--- src/rtl/mem_arbiter.sv ---
// mem_arbiter: two-requester arbiter (instruction, data) sharing one memory port.
//   clk, reset (async, active-high)
//   instr_m_*  : read-only instruction requester (addr/access in, ack/data out)
//   data_m_*   : read/write data requester (addr/data/access/wr_en/bytesel in, ack/data out)
//   q_m_*      : shared memory port (request out, ack/data in)
//   q_b        : high while the data requester owns the port
//   MEM_ARB_FAIR_EN : when defined, simultaneous requests alternate between requesters;
//                     otherwise data always wins.
module mem_arbiter (
  input  logic        clk,
  input  logic        reset,
  input  logic [19:1] instr_m_addr,
  input  logic        instr_m_access,
  output logic        instr_m_ack,
  output logic [15:0] instr_m_data_in,
  input  logic [19:1] data_m_addr,
  input  logic [15:0] data_m_data_out,
  input  logic        data_m_access,
  input  logic        data_m_wr_en,
  input  logic [1:0]  data_m_bytesel,
  output logic        data_m_ack,
  output logic [15:0] data_m_data_in,
  output logic [19:1] q_m_addr,
  output logic [15:0] q_m_data_out,
  output logic        q_m_access,
  output logic        q_m_wr_en,
  output logic [1:0]  q_m_bytesel,
  input  logic        q_m_ack,
  input  logic [15:0] q_m_data_in,
  output logic        q_b
);
  typedef enum logic [1:0] {IDLE, GRANT_I, GRANT_D} state_t;
  state_t state, state_nxt;
  logic pick_d;
`ifdef MEM_ARB_FAIR_EN
  // last_grant: 1 = data was served last, 0 = instruction (reset value)
  logic last_grant;
  always_ff @(posedge clk or posedge reset)
    if (reset) last_grant <= 1'b0;
    else if (state == IDLE && state_nxt != IDLE) last_grant <= (state_nxt == GRANT_D);
  assign pick_d = data_m_access & (~instr_m_access | ~last_grant);
`else
  assign pick_d = data_m_access;
`endif
  always_ff @(posedge clk or posedge reset)
    if (reset) state <= IDLE;
    else state <= state_nxt;
  always_comb begin
    state_nxt       = state == IDLE ? (pick_d ? GRANT_D : instr_m_access ? GRANT_I : IDLE)
                                    : (q_m_ack ? IDLE : state);
    q_m_access      = state != IDLE;
    q_b             = state == GRANT_D;
    q_m_addr        = state == GRANT_D ? data_m_addr : state == GRANT_I ? instr_m_addr : 19'd0;
    q_m_data_out    = state == GRANT_D ? data_m_data_out : 16'd0;
    q_m_wr_en       = state == GRANT_D && data_m_wr_en;
    q_m_bytesel     = state == GRANT_D ? data_m_bytesel : state == GRANT_I ? 2'b11 : 2'b00;
    instr_m_ack     = state == GRANT_I && q_m_ack;
    data_m_ack      = state == GRANT_D && q_m_ack;
    instr_m_data_in = q_m_data_in;
    data_m_data_in  = q_m_data_in;
  end
endmodule

--- config.mk ---
export PLATFORM = sky130hd
export DESIGN_NAME = mem_arbiter
export DESIGN_NICKNAME = d
export VERILOG_FILES = /design/src/rtl/mem_arbiter.sv
export SDC_FILE = /design/constraint.sdc
export NUM_CORES = 1
export LEC_CHECK = 0
export CORE_MARGIN = 5
export CORE_UTILIZATION = 19
export CTS_CLUSTER_SIZE = 12
export DETAILED_ROUTE_END_ITERATION = 10
export PLACE_DENSITY = 0.94
export SKIP_LAST_GASP = 1
export SYNTH_ARGS = -nofsm -noshare
export SYNTH_HDL_FRONTEND = slang
export SYNTH_SLANG_ARGS = --single-unit
--- constraint.sdc ---
create_clock -name clk -period 1.5 [get_ports clk]
set_clock_uncertainty 0.05 [all_clocks]
set_input_delay 0.15 -clock clk [delete_from_list [all_inputs] [get_ports clk]]
set_output_delay 0.15 -clock clk [all_outputs]
set_load 0.01 [all_outputs]
==> impl_metrics.json, run 1 <==
{
  "first_iter_violations": 12,
  "finalCritPeriodShare_pct": 111.4,
  "crit_required_ps": 1300,
  "grt_use_total_pct": 11.34,
  "worst_slack_ps": -171.4,
  "synth_area_leader_cell": "buf_4",
  "worstSetupPathType": "reg -> out",
  "largest_register_ff_count": 2,
  "violations": "setup timing",
  "cts.clk_slew.worst_paths_ps": 30,
  "drt-total-wl_um": 3263,
  "slew_headroom_pct": 86.04,
  "fin_nets": 254,
  "initial_core_util_pct": 20.15,
  "syn_avg_cell_area_sq_um": 7.646,
  "yosysSeqAreaShare_pct": 7.273,
  "hold_path_class": "in -> async",
  "clock_path_buffers": 2,
  "dr.max_layer_used": "met4",
  "drt-pass1-iter-count": 4,
  "synth_cell_types": 13,
  "cp-end-kind": "primary output",
  "synth_nets": 168,
  "top_register": "state",
  "ys_seq_elements": 2,
  "post-route-util_pct": 48.97,
  "cts-root-buf": "clkbuf_4",
  "top_regs": "state: 2 flops",
  "fp-row-count": 21,
  "cts_tree": "built",
  "viasPerCell": 4.314,
  "grt_pass1_wl_um": 4595,
  "dr_wl_met3_um": 329,
  "place.gp.congestion": 0.7926,
  "syn_to_final_growth_pct": 143.1,
  "synth_area_leaders": "buf_4, a22o_1, and2_1",
  "hold_violations": 0,
  "ioPinCount": 152,
  "peakVddDrop_v": 0.0005253,
  "die_w_um": 70.18,
  "final_common_cell": "clkdlybuf4s50_1",
  "ys_warn_count": 0,
  "drc": 0,
  "dp_hpwl_um": 2486,
  "clk_latency_ps": 220,
  "fin_crit_ps": 1671,
  "crit_slowest_cell": "dfrtp_1",
  "crit_arrival_ps": 1470,
  "grt-ovfl-total": 0,
  "startpoint_type": "flip-flop",
  "core_sq_um": 3416,
  "grt_pass1_vias": 954,
  "wl_per_cell_um": 14.83,
  "drive_gt1_share_pct": 42.53,
  "tns_ps": -3168,
  "power.density_nw_per_um2": 852.9,
  "postPlaceCellArea_sq_um": 1567,
  "rsz0062_at_grt": "yes",
  "postLayoutCellArea_sq_um": 1673,
  "synthCells": 90,
  "numCtsBuffers": 3,
  "crit_chain": "and2b_4, buf_16, and2_1, clkdlybuf4s15_2",
  "wl_met2_um": 1614,
  "yosys.area.top_type_share_pct": 34.91,
  "preCtsSetupSlack_ps": -196.5,
  "vias": 949,
  "status": "finished with violations",
  "nFillCells": 328,
  "antenna_left": 0,
  "htreeDepth": 1,
  "cpPeakStageDelay_ps": 380,
  "drv_slew": 0,
  "met1_length_um": 1245,
  "maxCapViolCount": 0,
  "cp_max_fo": 13,
  "finalSetupViolCount": 39,
  "finalPower_mw": 1.427,
  "antenna_cells": 0,
  "worstMarginPinSlew_ps": 208.8,
  "max_freq_mhz": 598.3,
  "p_leak_nw": 0.8083,
  "final_cell_mix": "clkdlybuf4s50_1, buf_2, a22o_1, buf_6, and2_4",
  "io_buffers": 103,
  "antenna_found_initial": 0,
  "grt_start_max_net_pins": 17,
  "dieHeight_um": 70.18,
  "clock_sinks": 2,
  "die_area_sq_um": 4925,
  "synthesis.area_sq_um": 688.2
}
==> through the flow <==
| step | hold WS (ps) | instances |
|---|---|---|
| finish | 46.87 | 220 |
| global route | 80.28 | 220 |
| CTS | 48.83 | 216 |
| detailed placement | 250.1 | 207 |
| global placement | 250.1 | 207 |
| floorplan | -158.8 | 90 |
==> worst paths after layout <==
kind,slack [ps],start,depth (start not counted),to
setup / recovery,-170,state[0]$_DFFE_PP0P_,4,q_m_data_out[7]
hold / removal,50,reset,2,state[1]$_DFFE_PP0P_
setup reg to reg,420,state[0]$_DFFE_PP0P_,4,state[0]$_DFFE_PP0P_
hold reg to reg,590,state[1]$_DFFE_PP0P_,2,state[1]$_DFFE_PP0P_
max in group asynchronous,1240,reset,2,state[0]$_DFFE_PP0P_
min in group clk,250,q_m_data_in[15],0,instr_m_data_in[15]
==> synthesized netlist by cell type (all sizes together) <==
cell type,count
and2,18
dfrtp,2
and2b,1
o32ai,1
nor2,1
a21o,2
nor3,1
a22o,20
nor2b,1
buf,38
inv,5
==> kinds of logic after synthesis <==
kind of cell / after synthesis / synth area share, %
AO/OA/AOI/OAI: 23 / 28.91
buffers and inverters: 43 / 43.82
flip-flops: 2 / 7.273
AND/OR/NAND/NOR: 22 / 20.00
==> report_power, final <==
part	switching, mW	internal, mW
logic	0.460	0.774
clock network	0.0291	0.0881
registers	0.00917	0.0659
==> routing by layer <==
layer	vias to the layer above	track usage, %
met4	0	3.830
met1	413	11.40
li1	446	-
met5	-	0
met3	15	3.874
met2	75	21.51
==> area by class of cell <==
cell class / instances / area (sq um) / share of cell area [%]
multi-input combinational: 45 / 379.1 / 22.66
clock buffer: 3 / 22.52 / 1.346
sequential: 2 / 50.05 / 2.992
inverter: 5 / 18.77 / 1.122
timing repair buffer: 119 / 1145 / 68.44
tap: 46 / 57.56 / 3.441
==> what timing repair did <==
item	in CTS	in global routing
pin swaps	3	20
gates resized for setup	137	57
cloned	2	1
setup buffers	4	3
endpoints found under the hold margin	0	0
hold buffers	0	0
endpoints found under the setup margin	42	40
==> critical path, delay by kind of cell, from the launching register on <==
kind,cells,cell delay [ps]
buffers and inverters,2,370
DFF,1,380
and+or+nand+nor,2,490
Power figures use the tool's default switching activity.
==> run 2, diff against run 1 <==
==> constraint.sdc (replaced) <==
create_clock -name clk -period 1.5 [get_ports clk]
set_clock_uncertainty 0.05 [all_clocks]
set_input_delay 0.3 -clock clk [delete_from_list [all_inputs] [get_ports clk]]
set_output_delay 0.3 -clock clk [all_outputs]
set_load 0.01 [all_outputs]
==> impl_metrics.json, run 2 (synthesis gave the netlist of run 1 again) <==
{
  "status": "finished with violations",
  "violations": "setup timing",
  "worst_slack_ps": -284.9,
  "switching_share_pct": 35.95,
  "grt_use_total_pct": 12.20,
  "fp-row-count": 21,
  "ioPinCount": 152,
  "register_area_sq_um": 50.05,
  "antenna_found_initial": 0,
  "cpPeakStageDelay_ps": 380,
  "post-route-util_pct": 48.90,
  "crit_arrival_ps": 1430,
  "viasPerCell": 4.313,
  "slew_headroom_pct": 85.51,
  "syn_to_final_growth_pct": 142.7,
  "crit_required_ps": 1150,
  "largest_register_ff_count": 2,
  "clock_sinks": 2,
  "htreeDepth": 1,
  "cts.clk_slew.worst_paths_ps": 30,
  "max_freq_mhz": 560.3,
  "first_iter_violations": 14,
  "finalCritPeriodShare_pct": 119.0,
  "final_common_cell": "clkdlybuf4s50_1",
  "grt_start_max_net_pins": 19,
  "crit_slowest_cell": "and2b_4",
  "clk_latency_ps": 230,
  "initial_core_util_pct": 20.15,
  "cts-root-buf": "clkbuf_4",
  "fin_crit_ps": 1785,
  "die_area_sq_um": 4925,
  "io_buffers": 103,
  "drt-total-wl_um": 3367,
  "drt-pass1-iter-count": 3,
  "p_int_uw": 939.5,
  "antenna_cells": 0,
  "drc": 0,
  "top_register": "state",
  "postLayoutCellArea_sq_um": 1670,
  "place.gp.congestion": 0.7968,
  "rsz0062_at_grt": "yes",
  "power.density_nw_per_um2": 878.2,
  "peakVddDrop_v": 0.0007192,
  "core_sq_um": 3416,
  "antenna_left": 0,
  "multi_input_area_sq_um": 395.4,
  "r2r.worst_path.cells": 5,
  "drive_gt1_share_pct": 46.20,
  "p_sw_uw": 527.4,
  "crit_chain": "and2b_4, clkbuf_16, and2_1, buf_2",
  "grt_pass1_vias": 970,
  "hold_buffers": 0,
  "pwr-share-seq_pct": 5.1,
  "worstMarginPinSlew_ps": 216.6,
  "clock_path_buffers": 2,
  "startpoint_type": "flip-flop",
  "hold_ws_ps": 172.8,
  "worstSetupPathType": "reg -> out",
  "final_cell_mix": "clkdlybuf4s50_1, buf_2, a22o_1",
  "cp_max_fo": 7,
  "clkPwrFrac_pct": 8.5,
  "dp_hpwl_um": 2581,
  "nFillCells": 343,
  "cp-end-kind": "primary output",
  "p_comb_share_pct": 86.5,
  "hold_path_class": "in -> async",
  "cts_tree": "built",
  "dieHeight_um": 70.18,
  "postPlaceCellArea_sq_um": 1582,
  "fin_nets": 251,
  "p_leak_nw": 0.8164,
  "numCtsBuffers": 3,
  "wl_per_cell_um": 15.52,
  "vias": 936,
  "finalSetupViolCount": 40,
  "maxCapViolCount": 0,
  "top_regs": "state: 2 flops",
  "hold_violations": 0,
  "grt_pass1_wl_um": 4816,
  "drv_slew": 0,
  "grt-ovfl-total": 0,
  "die_w_um": 70.18
}
-- run 2: changes by cell type in the layout (fill, tap and decap cells not counted), sizes merged --
cell / before / now
dlymetal6s2s: 0 / 1
buf: 51 / 52
clkdlybuf4s50: 61 / 60
clkdlybuf4s15: 4 / 0
dlygate4sd2: 2 / 0
clkbuf: 4 / 6
-- run 2: area by class of cell --
class	count	share of cell area [%]
clock buffers	3	1.348
inverters	5	1.124
multi-input cells	45	23.67
flip-flops and latches	2	2.996
well taps	46	3.446
repair buffers	116	67.42
-- run 2: final timing paths --
check / from / end / slack [ps]
setup / recovery: state[0]$_DFFE_PP0P_ / data_m_ack / -280
hold / removal: reset / state[0]$_DFFE_PP0P_ / 170
setup reg to reg: state[1]$_DFFE_PP0P_ / state[0]$_DFFE_PP0P_ / 300
hold reg to reg: state[0]$_DFFE_PP0P_ / state[0]$_DFFE_PP0P_ / 620
max in group asynchronous: reset / state[1]$_DFFE_PP0P_ / 1120
min in group clk: q_m_ack / state[0]$_DFFE_PP0P_ / 280
-- run 2: per-stage QoR --
step | worst slack [ps] | TNS (ps) | cells | power (mW)
2_1_floorplan | 160.1 | 0 | 90 | 0.6063
6_report | -284.9 | -9581 | 217 | 1.467
5_1_grt | -345.0 | -12050 | 217 | 1.574
4_1_cts | -328.7 | -11220 | 214 | 1.349
3_5_place_dp | -428.3 | -13380 | 209 | 1.210
3_3_place_gp | -379.0 | -12470 | 209 | 1.194
-- run 2: what timing repair did --
action / in CTS / in global routing
setup buffers: 2 / 1
hold endpoints to repair: 0 / 0
endpoints found under the setup margin: 42 / 41
cloned: 1 / 3
resized for setup: 137 / 72
pin swaps: 1 / 35
-- run 2: per-layer routing --
| metal | up-vias | GRT usage (%) | part of all wire (%) |
|---|---|---|---|
| li1 | 440 | - | - |
| met1 | 404 | 11.49 | 34 |
| met2 | 76 | 22.77 | 52 |
| met3 | 16 | 4.878 | 11 |
| met4 | 0 | 5.745 | 2.5 |
| met5 | - | 0 | 0 |
-- run 2: power by group through the flow --
stage / Combinational, mW / Sequential, mW / Clock (mW)
floorplan: 0.530 / 0.0760 / 0
global placement: 1.12 / 0.0746 / 0
detailed placement: 1.13 / 0.0763 / 0
CTS: 1.14 / 0.0753 / 0.132
global route: 1.36 / 0.0758 / 0.140
finish: 1.27 / 0.0744 / 0.124
-- run 2: critical path, delay by kind of cell (launching register included) --
kind | cells | cell delay (ps)
flip-flops | 1 | 370
AND/OR/NAND/NOR | 2 | 510
buffers and inverters | 2 | 320
==> run 3, diff against run 2 <==
--- a/config.mk
+++ b/config.mk
@@ -5,7 +5,6 @@
 export SDC_FILE = /design/constraint.sdc
 export NUM_CORES = 1
 export LEC_CHECK = 0
-export CORE_MARGIN = 5
 export CORE_UTILIZATION = 19
 export CTS_CLUSTER_SIZE = 12
 export DETAILED_ROUTE_END_ITERATION = 10
@@ -14,3 +13,4 @@
 export SYNTH_ARGS = -nofsm -noshare
 export SYNTH_HDL_FRONTEND = slang
 export SYNTH_SLANG_ARGS = --single-unit
+export TNS_END_PERCENT = 20
==> impl_metrics.json, run 3 (synthesis gave the netlist of run 1 again) <==
{
  "first_iter_violations": 13,
  "cts_tree": "built",
  "htreeDepth": 1,
  "crit_slowest_cell": "dfrtp_1",
  "hold_violations": 0,
  "p_leak_nw": 0.7025,
  "vias": 876,
  "crit_chain": "and2b_4, buf_12, a22o_1, clkdlybuf4s15_1",
  "viasPerCell": 4.171,
  "drive_gt1_share_pct": 14.63,
  "antenna_found_initial": 0,
  "cts-root-buf": "clkbuf_4",
  "cpPeakStageDelay_ps": 380,
  "antenna_cells": 0,
  "io_buffers": 103,
  "numCtsBuffers": 3,
  "worstSetupPathType": "reg -> out",
  "power.density_nw_per_um2": 762.5,
  "startpoint_type": "flip-flop",
  "fin_nets": 244,
  "worst_slack_ps": -263.5,
  "hold_ws_ps": 179.5,
  "fin_crit_ps": 1763,
  "die_w_um": 62.18,
  "cts.clk_slew.worst_paths_ps": 30,
  "dieHeight_um": 62.18,
  "clock_path_buffers": 2,
  "initial_core_util_pct": 20.15,
  "finalPower_mw": 1.172,
  "grt_start_max_net_pins": 23,
  "crit_required_ps": 1150,
  "final_common_cell": "clkdlybuf4s50_1",
  "syn_to_final_growth_pct": 123.5,
  "wl_per_cell_um": 12.01,
  "path_buf_inv": 2,
  "max_freq_mhz": 567.1,
  "drv_slew": 0,
  "grt-ovfl-total": 0,
  "nFillCells": 347,
  "place.gp.congestion": 0.7515,
  "dp_hpwl_um": 2097,
  "grt_use_total_pct": 12.99,
  "fp-row-count": 21,
  "final_cell_mix": "clkdlybuf4s50_1, a22o_1, clkdlybuf4s15_1",
  "path_delay_family": "flip-flops",
  "clk_latency_ps": 230,
  "cp_max_fo": 22,
  "antenna_left": 0,
  "top_register": "state",
  "peakVddDrop_v": 0.0004311,
  "largest_register_ff_count": 2,
  "dp_cells": 207,
  "cp-end-kind": "primary output",
  "drt-total-wl_um": 2523,
  "slew_headroom_pct": 85.85,
  "crit_arrival_ps": 1410,
  "finalSetupViolCount": 42,
  "violations": "setup timing",
  "core_sq_um": 3416,
  "die_area_sq_um": 3866,
  "grt_pass1_vias": 899,
  "drc": 0,
  "drt-pass1-iter-count": 4,
  "status": "finished with violations",
  "layout.cells.non_filler": 210,
  "ioPinCount": 152,
  "clock_sinks": 2,
  "rsz0062_at_grt": "yes",
  "maxCapViolCount": 0,
  "top_regs": "state: 2 flops",
  "grt_pass1_wl_um": 4084,
  "hold_path_class": "in -> async",
  "worstMarginPinSlew_ps": 211.6,
  "finalCritPeriodShare_pct": 117.6
}
## run 3: cell count changes in the layout (fill, tap and decap cells not counted), sizes merged
cell and delta:
buf -40, clkbuf +2, clkdlybuf4s15 +23, clkdlybuf4s50 +1, dlygate4sd2 +8, dlymetal6s2s -1
## run 3: final cells by class
type / count / area (sq um) / share of cell area, %
multi-input combinational: 45 / 336.6 / 21.89
tap: 46 / 57.56 / 3.743
clock buffer: 3 / 22.52 / 1.465
sequential: 2 / 50.05 / 3.255
timing repair buffer: 109 / 1052 / 68.43
inverter: 5 / 18.77 / 1.221
## run 3: what timing repair did
action | in CTS | in global routing
resized for setup | 89 | 7
hold buffers | 0 | 0
setup buffers | 0 | 0
setup endpoints to repair | 42 | 42
## run 3: per-layer routing
layer,track usage [%],routed length (um)
met3,4.963,317
met5,0,0
met4,5.814,47
met1,10.92,767
met2,26.24,1390
## run 3: report_power, final
part | switching [mW] | leakage, nW | internal (mW) | total (mW)
Sequential | 0.00789 | 0.0253 | 0.0658 | 0.0737
Combinational | 0.392 | 0.663 | 0.585 | 0.977
Clock | 0.0329 | 0.0138 | 0.0885 | 0.121
## run 3: final timing paths
check / startpoint / endpoint / slack [ps] / cells past startpoint
max: state[1]$_DFFE_PP0P_ / q_m_addr[3] / -260 / 4
min: reset / state[0]$_DFFE_PP0P_ / 180 / 2
max reg2reg: state[1]$_DFFE_PP0P_ / state[0]$_DFFE_PP0P_ / 420 / 4
min reg2reg: state[0]$_DFFE_PP0P_ / state[0]$_DFFE_PP0P_ / 590 / 3
max in group asynchronous: reset / state[1]$_DFFE_PP0P_ / 1110 / 2
min in group clk: q_m_data_in[1] / data_m_data_in[1] / 550 / 0
## run 3: metrics by stage
stage | instance area, sq um | util, % | TNS (ps) | setup slack [ps]
final | 1538 | 45.02 | -8823 | -263.5
after floorplan | 688.2 | - | 0 | 160.1
after detailed placement | 1577 | 46.15 | -12530 | -397.2
after global placement | 1577 | 46.15 | -12300 | -372.5
after CTS | 1560 | 45.68 | -9886 | -266.3
after global routing | 1538 | 45.02 | -11560 | -328.2
